--- config.mk ---
export PLATFORM = sky130hd
export DESIGN_NAME = full_adder
export DESIGN_NICKNAME = d
export VERILOG_FILES = /design/src/rtl/full_adder.sv
export SDC_FILE = /design/constraint.sdc
export NUM_CORES = 1
export LEC_CHECK = 0
export CAP_MARGIN = 20
export CELL_PAD_IN_SITES_DETAIL_PLACEMENT = 2
export CELL_PAD_IN_SITES_GLOBAL_PLACEMENT = 2
export CORE_AREA = 2 2 39 41
export DETAILED_ROUTE_END_ITERATION = 12
export DIE_AREA = 0 0 41 43
export PLACE_DENSITY_LB_ADDON = 0.08
export SLEW_MARGIN = 10
export SYNTH_ARGS = -nofsm -noshare
export SYNTH_HDL_FRONTEND = slang
export SYNTH_SLANG_ARGS = --single-unit
export TNS_END_PERCENT = 50
--- constraint.sdc ---
create_clock -name clk -period 1 [get_ports clk]
set_input_delay 0.2 -clock clk [delete_from_list [all_inputs] [get_ports clk]]
set_output_delay 0.2 -clock clk [all_outputs]
set_load 0.02 [all_outputs]
--- src/rtl/full_adder.sv ---
// -----------------------------------------------------------------------------
// full_adder
//
// Registered WIDTH-bit adder built from a ripple chain of 1-bit full-adder
// cells. It computes {Cout, S} = A + B + Cin with no loss of the carry, and
// it also flags two's-complement signed overflow. All outputs come from
// registers, so there is no combinational path from inputs to outputs. An
// operation accepted at clock edge N appears on the outputs right after
// edge N.
//
// Parameters
//   WIDTH        operand width in bits, 1..64
//   HOLD_ON_IDLE 1: S/Cout/ovf keep their value while in_valid=0
//                0: S/Cout/ovf register the current inputs every cycle
//
// Ports
//   clk        in   clock; all state changes on the rising edge
//   rst        in   synchronous active-high reset; overrides in_valid
//   A, B       in   WIDTH-bit addends (unsigned or two's complement)
//   Cin        in   carry-in, weight 2^0
//   S          out  registered sum bits
//   Cout       out  registered carry-out, weight 2^WIDTH
//   in_valid   in   qualifies A, B and Cin in the current cycle
//   out_valid  out  registered in_valid; high for one cycle per operation
//   ovf        out  registered signed overflow (carry into MSB ^ carry out)
// -----------------------------------------------------------------------------
module full_adder #(
    parameter int WIDTH        = 1,
    parameter int HOLD_ON_IDLE = 1
) (
    input  logic             clk,
    input  logic             rst,
    input  logic [WIDTH-1:0] A,
    input  logic [WIDTH-1:0] B,
    input  logic             Cin,
    output logic [WIDTH-1:0] S,
    output logic             Cout,
    input  logic             in_valid,
    output logic             out_valid,
    output logic             ovf
);

    // With holding disabled the result registers load on every cycle.
    localparam bit UPDATE_ALWAYS = (HOLD_ON_IDLE == 0);

    // carry[i] is the carry into bit i; carry[WIDTH] is the carry-out.
    logic [WIDTH:0]   carry;
    logic [WIDTH-1:0] sum;
    logic             sum_ovf;

    // Ripple chain: each bit is a 1-bit full adder. The sum bit is the
    // three-input xor and the carry-out is the majority of the three inputs.
    always_comb begin
        // NOTE: every variable gets a value before the loop, so no path
        // through this block leaves a signal unassigned and no latch is
        // inferred.
        carry    = '0;
        sum      = '0;
        carry[0] = Cin;
        for (int i = 0; i < WIDTH; i++) begin
            sum[i]     = A[i] ^ B[i] ^ carry[i];
            carry[i+1] = (A[i] & B[i]) | (A[i] & carry[i]) | (B[i] & carry[i]);
        end
    end

    // Signed overflow happens when the carry into the sign bit differs from
    // the carry out of it. For WIDTH=1 the carry into the MSB is Cin itself.
    assign sum_ovf = carry[WIDTH-1] ^ carry[WIDTH];

    always_ff @(posedge clk) begin
        // NOTE: sequential state uses non-blocking assignments. Every
        // register then samples its pre-edge value, whatever order the
        // statements are written in.
        if (rst) begin
            S         <= '0;
            Cout      <= 1'b0;
            ovf       <= 1'b0;
            out_valid <= 1'b0;
        end else begin
            out_valid <= in_valid;
            if (in_valid || UPDATE_ALWAYS) begin
                S    <= sum;
                Cout <= carry[WIDTH];
                ovf  <= sum_ovf;
            end
        end
    end

endmodule

==> results.yml, run 1 <==
timing:
  slew_headroom_pct: 85.4
  worst_pin_slew_ns: 0.218
  fmax_mhz: 1050
  setup_violations: 0
  hold_viol: 0
  clock_skew_ns: 0
  min_period_over_period_pct: 95.3
  min_period_ns: 0.953
  rsz0062_at_grt: "no"
  slew_viol_final: 0
floorplanning:
  ios: 10
  start_util_pct: 11.5
  fp.coreArea_sq_mm: 0.00138
  die_h_um: 43
  chipWidth_um: 41
  num_rows: 14
  die_area_sq_mm: 0.00176
clock_tree:
  cts_tree: "yes"
  clk_pin_slew_ns: 0.04
  post-cts-setup-buffer-count: 0
  clock-sinks: 4
  htree_levels: 1
  hold_buffers: 0
  insertion_delay_ns: 0.23
  numCtsBuffers: 3
  clk_path_buf_depth: 2
  cts_root_buffer: "clkbuf_4"
finish:
  drive_gt1_share_pct: 57.1
  fillCellCount: 165
  final_cell_mix: "dfxtp_1, buf_2"
  final_nets: 37
  final_util_pct: 20.9
  fin_area_sq_um: 289
  areaGrowthSynthToFinish_pct: 81.9
  num_antenna_cells: 0
setup_path:
  r2r_slack_ns: 0.29
  reg2reg_from: "ovf"
  cp-start-kind: "input pin"
  critPathArrivalTime_ns: 1.07
  crit_path_end_kind: "register"
  worstSetupPathType: "input pin to register"
  timing.rr.end: "ovf"
  critPathRequiredTime_ns: 1.11
  reg2reg_depth: 3
  crit_fanout: 5
detailed_routing:
  drc: 0
  drt_iter0_drc: 0
  num_vias: 146
  dr.pass1.iters: 1
  routed_wl_um: 388
  wl_per_cell_um: 8.82
  via_per_inst: 3.32
  antenna_left: 0
power:
  switching_share_pct: 24.3
  peakVddDrop_v: 0.000680
  intPower_uw: 357
  power.switching_uw: 115
  combinationalPowerShare_pct: 20.8
  p_leak_uw: 0.000138
  pwr-share-seq_pct: 37.6
  power.density_mw_per_mm2: 1630
  clock_power_share_pct: 41.6
placement:
  place_area_sq_um: 294
  io_buffers: 9
  globalplace.congestion: 0.618
job:
  drv_cap: 0
grt:
  grt_start_max_net_pins: 6
  antenna_found_initial: 0
  overflow: 0
  grt.total_usage_pct: 6.43
  grt_pass1_vias: 160
  grt_pass1_wl_um: 683
synthesis:
  synth.ff_latch_count: 4
  yosysTopAreaCell: "dfxtp_1"
  netlist_area_sq_um: 159
  ys_types: 7
  synth_area_leaders: "dfxtp_1, fa_1, mux2i_1"
  syn_inst: 13
  avgSynthCellArea_sq_um: 12.2
  ys_seq_area_share_pct: 50.4
  syn_nets: 20
  yosysWarnings: 0
  netlist.area_leader.share_pct: 50.4
run_status:
  status: "complete, no violations"
min_path:
  holdPathEnd: "ovf"
  whs_path_depth: 4
  hp-class: "input pin to register"
  hp-start: "Cin"
[worst max path at each step]
stage,from,to,slack [ns]
after global routing,in_valid,Cout,0.01
final,in_valid,Cout,0.05
after detailed placement,A,ovf,-0.50
after CTS,out_valid,out_valid,0.003
after global placement,A,ovf,-0.49
after floorplan,A,ovf,0.02
[layout make-up]
type / instances / area (sq um) / area share, %
Tap cell: 16 / 20.0 / 6.93
Multi-Input combinational cell: 9 / 88.8 / 30.7
Clock buffer: 3 / 22.5 / 7.79
Timing Repair Buffer: 12 / 77.6 / 26.8
Sequential cell: 4 / 80.1 / 27.7
[critical path, cell delays in order]
cell and delay, ns:
clkdlybuf4s50_1 0.58, mux2i_1 0.23, nor2_1 0.05
[sequential cells by signal, indices dropped and copies added, names as in the netlist]
register   cells
S              1
Cout           1
out_valid      1
ovf            1
[cell usage after synthesis]
library cell  instances
nor2_1                3
fa_1                  1
xnor2_1               1
a211oi_2              1
nor2b_1               1
dfxtp_1               4
mux2i_1               2
[power groups by stage]
stage                     clock network, uW  logic [uW]  registers, uW
after floorplan                           0        27.1            195
after global placement                    0         111            180
after detailed placement                  0         111            181
after CTS                               211         104            178
after global routing                    225         106            179
final                                   196        97.9            178
[metal layers]
metal | track usage (%) | up-vias | share of wire, %
met3 | 7.85 | 0 | 8.0
met4 | 2.00 | 0 | 0
met2 | 8.75 | 4 | 51
li1 | - | 74 | -
met1 | 5.79 | 68 | 41
met5 | 0 | - | 0
[cell families (layout without fill, tap and decap cells)]
group | Yosys count | count (layout) | synth area share, %
flip-flops | 4 | 4 | 50.4
XOR/XNOR | 1 | 1 | 5.51
AND/OR/NAND/NOR | 4 | 4 | 11.0
buffers and inverters | 0 | 15 | 0
adder cells (fa/ha/maj) | 1 | 1 | 12.6
multiplexers | 2 | 2 | 12.6
AO/OA/AOI/OAI | 1 | 1 | 7.87
[stage by stage]
stage	setup WS [ns]	hold WS, ns	power (uW)	cells	TNS, ns
finish	0.0470	0.389	472	44	0
global route	0.0142	0.403	510	44	0
CTS	0.00319	0.505	492	44	0
detailed placement	-0.503	0.490	291	41	-1.82
global placement	-0.494	0.483	291	41	-1.74
floorplan	0.0191	0.265	222	13	0
[what timing repair did]
item                       CTS  global route
pin swaps                    3             3
gates cloned                 0             0
setup endpoints to repair    7             3
gates resized for setup     20             6
Note: power is estimated with default switching activity, not from simulation.
==> run 2: changes to the inputs <==
- CTS_CLUSTER_SIZE: unset -> 25
- SKIP_LAST_GASP: unset -> 1
==> run 2 against run 1 <==
Net effect:
- sequential power about the same
- cell area up 3.9%
- clock power about the same
- clock skew unchanged
- critical path depth down 2
- core utilization up 0.81 points
- critical endpoint is now out_valid
- largest cell class unchanged
- largest power group unchanged
==> results.yml, run 2 (synthesis results as in run 1) <==
run_status:
  status: "complete, no violations"
floorplanning:
  start_util_pct: 11.5
  ios: 10
  fp.coreArea_sq_mm: 0.00138
  chipWidth_um: 41
  die_h_um: 43
  num_rows: 14
  die_area_sq_mm: 0.00176
setup_path:
  critPathRequiredTime_ns: 0.80
  crit_path_max_incr_delay_ns: 0.30
  critPathBufInv: 1
  worstSetupPathType: "register to output pin"
  cp-start-kind: "register"
  crit_fanout: 1
  path_cells: "clkdlybuf4s15_2"
  cpMaxStageDelayCell: "dfxtp_1"
  crit_path_end_kind: "output pin"
  critical_path.top_delay_family: "flip-flops"
  critPathArrivalTime_ns: 0.78
timing:
  hold_viol: 0
  worst_pin_slew_ns: 0.218
  holdWs_ns: 0.405
  slew_viol_final: 0
  fmax_mhz: 1020
  rsz0062_at_grt: "yes"
  min_period_ns: 0.979
  worst_slack_ns: 0.0211
  clock_skew_ns: 0
  setup_violations: 0
  slew_headroom_pct: 85.4
  min_period_over_period_pct: 97.9
finish:
  num_antenna_cells: 0
  final_util_pct: 21.7
  fillCellCount: 165
  drive_gt1_share_pct: 53.6
  seq_area_sq_um: 80.1
  final_nets: 37
  final_cell_mix: "dfxtp_1, nor2_1, clkbuf_4, buf_2, buf_4"
  areaGrowthSynthToFinish_pct: 89.0
  layout_commonest_cell: "dfxtp_1"
  multi_input_area_sq_um: 88.8
detailed_routing:
  routed_wl_um: 386
  antenna_left: 0
  via_per_inst: 3.32
  num_vias: 146
  dr.pass1.iters: 2
  wl_per_cell_um: 8.77
  drc: 0
  drt_iter0_drc: 2
power:
  combinationalPowerShare_pct: 21.2
  power.density_mw_per_mm2: 1580
  intPower_uw: 360
  power.switching_uw: 115
  pwr-share-seq_pct: 37.5
  clock_power_share_pct: 41.4
  total_power_uw: 474
  peakVddDrop_v: 0.000664
  p_leak_uw: 0.000138
  switching_share_pct: 24.2
grt:
  grt_use_met2_pct: 8.75
  overflow: 0
  grtUsageMet3_pct: 7.85
  busiest_layer: "met2"
  grt_start_max_net_pins: 6
  antenna_found_initial: 0
  grt_pass1_vias: 160
  grt_pass1_wl_um: 683
  grt_use_met1_pct: 5.79
  grt.total_usage_pct: 6.43
clock_tree:
  clock-sinks: 4
  cts_tree: "yes"
  htree_levels: 1
  cts_root_buffer: "clkbuf_4"
  clk_pin_slew_ns: 0.04
  clk_path_buf_depth: 2
  hold_buffers: 0
  numCtsBuffers: 3
  post-cts-setup-buffer-count: 0
  insertion_delay_ns: 0.23
placement:
  globalplace.congestion: 0.618
  pre_cts_ws_ns: -0.503
  io_buffers: 9
job:
  drv_cap: 0
min_path:
  hp-class: "input pin to register"
-- run 2: cell count changes in the layout (fill, tap and decap cells not counted) --
cell,before,now
buf_2,4,3
clkbuf_2,3,2
clkdlybuf4s15_1,0,1
clkdlybuf4s15_2,0,1
-- run 2: worst register-to-register path, delay by kind of cell (launching register included) --
kind | cells | cell delay (ns)
AOI/OAI and AO/OA | 1 | 0.06
and+or+nand+nor | 1 | 0.12
buffers and inverters | 1 | 0.12
DFF | 1 | 0.30
-- run 2: final timing paths --
check | slack, ns | cells after the start | end | from
max | 0.02 | 1 | out_valid | out_valid
min | 0.41 | 4 | ovf | Cin
max reg2reg | 0.29 | 3 | ovf | ovf
min reg2reg | 0.50 | 2 | S | S
-- run 2: per-layer routing --
layer  vias up  wire, um
li1         74         -
met1        68       162
met2         4       196
met3         0        28
met4         0         0
met5         -         0
-- run 2: cell type report --
class / count / share of cell area (%)
multi-input combinational: 9 / 29.6
timing repair buffer: 12 / 29.6
sequential: 4 / 26.7
clock buffer: 3 / 7.50
tap: 16 / 6.67
-- run 2: power groups by stage --
stage,combinational [uW],sequential (uW),clock (uW)
after floorplan,27.1,195,0
after global placement,111,180,0
after detailed placement,111,181,0
after CTS,105,178,211
after global routing,108,179,225
final,100,178,196
-- run 2: what timing repair did --
| item | 4_1_cts | 5_1_grt |
|---|---|---|
| pin swaps | 3 | 3 |
| setup endpoints to repair | 7 | 4 |
| gates resized for setup | 18 | 6 |
-- run 2: per-stage QoR --
stage | TNS [ns] | cell area, sq um | std cells
global route | -0.0157 | 300 | 44
global placement | -1.74 | 294 | 41
finish | 0 | 300 | 44
CTS | -0.0573 | 313 | 44
floorplan | 0 | 161 | 13
detailed placement | -1.82 | 294 | 41
==> patch, RTL diff (settings of run 1) <==
Add an input register stage for `A`, `B`, `Cin` and `in_valid`; this delays them by one clock. Comments in the files are not updated.
--- a/src/rtl/full_adder.sv
+++ b/src/rtl/full_adder.sv
@@ -43,6 +43,18 @@
     // With holding disabled the result registers load on every cycle.
     localparam bit UPDATE_ALWAYS = (HOLD_ON_IDLE == 0);
 
+    logic [WIDTH-1:0] A_q;
+    logic [WIDTH-1:0] B_q;
+    logic Cin_q;
+    logic in_valid_q;
+
+    always_ff @(posedge clk) begin
+        A_q        <= A;
+        B_q        <= B;
+        Cin_q      <= Cin;
+        in_valid_q <= in_valid;
+    end
+
     // carry[i] is the carry into bit i; carry[WIDTH] is the carry-out.
     logic [WIDTH:0]   carry;
     logic [WIDTH-1:0] sum;
@@ -56,10 +68,10 @@
         // inferred.
         carry    = '0;
         sum      = '0;
-        carry[0] = Cin;
+        carry[0] = Cin_q;
         for (int i = 0; i < WIDTH; i++) begin
-            sum[i]     = A[i] ^ B[i] ^ carry[i];
-            carry[i+1] = (A[i] & B[i]) | (A[i] & carry[i]) | (B[i] & carry[i]);
+            sum[i]     = A_q[i] ^ B_q[i] ^ carry[i];
+            carry[i+1] = (A_q[i] & B_q[i]) | (A_q[i] & carry[i]) | (B_q[i] & carry[i]);
         end
     end
 
@@ -77,8 +89,8 @@
             ovf       <= 1'b0;
             out_valid <= 1'b0;
         end else begin
-            out_valid <= in_valid;
-            if (in_valid || UPDATE_ALWAYS) begin
+            out_valid <= in_valid_q;
+            if (in_valid_q || UPDATE_ALWAYS) begin
                 S    <= sum;
                 Cout <= carry[WIDTH];
                 ovf  <= sum_ovf;
Formal check against the unedited RTL: not equivalent (Yosys sat finds a counterexample within 4 cycles, from zero or initial values and one cycle with rst high).
==> patch against run 1 <==
Synthesized cell count grew 31%. The flow now finishes with violations (negative setup slack). Wire length grew 23%. Critical path type is now reg2reg. Synthesized area grew 50%. Sequential cell count grew 4. Utilization grew 6.5 points. Power grew 45%. Critical endpoint is now ovf. Setup slack lost 190 ps. Design area grew 31%. Worst hold slack is essentially flat.
==> patch: results (changes against run 1) <==
metric,value,unit,change
antenna_found_initial,0,,unchanged
fill_cells,161,,-2.4%
yosysSeqAreaShare,0.670,,+0.166
fin_ws,-139,ps,-186 ps
clk_latency,250,ps,+20 ps
grt_pass1_vias,192,,+20%
vias_per_cell,3.60,,+8.4%
leakage,0.166,nW,+21%
crit_start,B_q,,
place_ws,-147,ps,+356 ps
endpoint,ovf,,
seq_share,0.429,,+0.152
crit_fanout,2,,-3
maxSlewHeadroom,0.848,,-0.00684
nNonClkBuffers,11,,-1
slowest_stage,fa_2,,
finalClockSkew,3.60,ps,+3.60 ps
yosys_warnings,0,,unchanged
drive_gt1_frac,0.452,,-0.120
track_usage,0.0820,,+0.0177
ys.flop_type,dfxtp_1,,
wl_per_cell,10.2,microns,+15%
fin_setup_tns,-270,ps,-270 ps
syn_nets,24,,+20%
multiInputGateArea,88.8,sq um,unchanged
ir_drop,0.000469,V,-31%
crit_family,adder cells,,
synth-seq-cells,8,,+4
clk_share,0.0594,,-0.0185
buffer_area_frac,0.224,,-0.0440
slowest_delay,420,ps,-160 ps
timing.hold.ws,390,ps,+0.144 ps
setup_viol_count_final,3,,+3
violations,negative setup slack,,
gp_congestion,0.627,,+1.5%
synth_area_leaders,"dfxtp_1, fa_1, mux2i_1, a211oi_2, nor2_1",,
grt_first_pass_wirelength,814,microns,+19%
crit_type,reg2reg,,
netlist_top_cells_count,"dfxtp_1, nor2_1, mux2i_1",,
nets,40,,+8.1%
status,finished with violations,,
patch: changes by cell type after synthesis:
cell	change
dfxtp_1	+4
patch: worst register-to-register path, stage by stage (launching register included):
cell and delay (ps):
dfxtp_2 320, fa_2 420, xnor2_2 150, a211oi_2 180
patch: where the power goes:
| group | internal (mW) | leakage, nW | switching, mW | total, mW |
|---|---|---|---|---|
| registers | 0.341 | 0.0669 | 0.0135 | 0.355 |
| logic | 0.0531 | 0.0854 | 0.0394 | 0.0925 |
| clock network | 0.137 | 0.0138 | 0.0989 | 0.236 |
patch: worst min-delay path by stage:
stage / startpoint / end / depth (start not counted)
6_report: B / B_q / 1
4_1_cts: B / B_q / 1
2_1_floorplan: A / A_q / 0
3_5_place_dp: Cout / Cout / 2
3_3_place_gp: Cout / Cout / 2
5_1_grt: B / B_q / 1
patch: repair_timing:
item | CTS | global route
resized for setup | 17 | 0
setup buffers | 0 | 0
hold buffers | 0 | 0
cloned | 0 | 0
setup endpoints to repair | 7 | 3
patch: kinds of logic after synthesis:
kind of cell	synth area share
and+or+nand+nor	0.0733
adders and majority gates	0.0838
muxes	0.0838
xor gates and xnor gates	0.0367
AOI/OAI and AO/OA	0.0523
DFF	0.670
patch: layer usage:
layer,up-vias,share of wire,GRT usage
met5,-,0,0
met2,7,0.57,0.122
met4,0,0.017,0.100
met3,2,0.10,0.0471
met1,75,0.31,0.0594
li1,85,-,-
patch: metrics by stage:
| step | cells | area (sq um) |
|---|---|---|
| after floorplan | 17 | 250 |
| after global placement | 44 | 375 |
| after detailed placement | 44 | 375 |
| after CTS | 47 | 379 |
| after global routing | 47 | 379 |
| final | 47 | 379 |
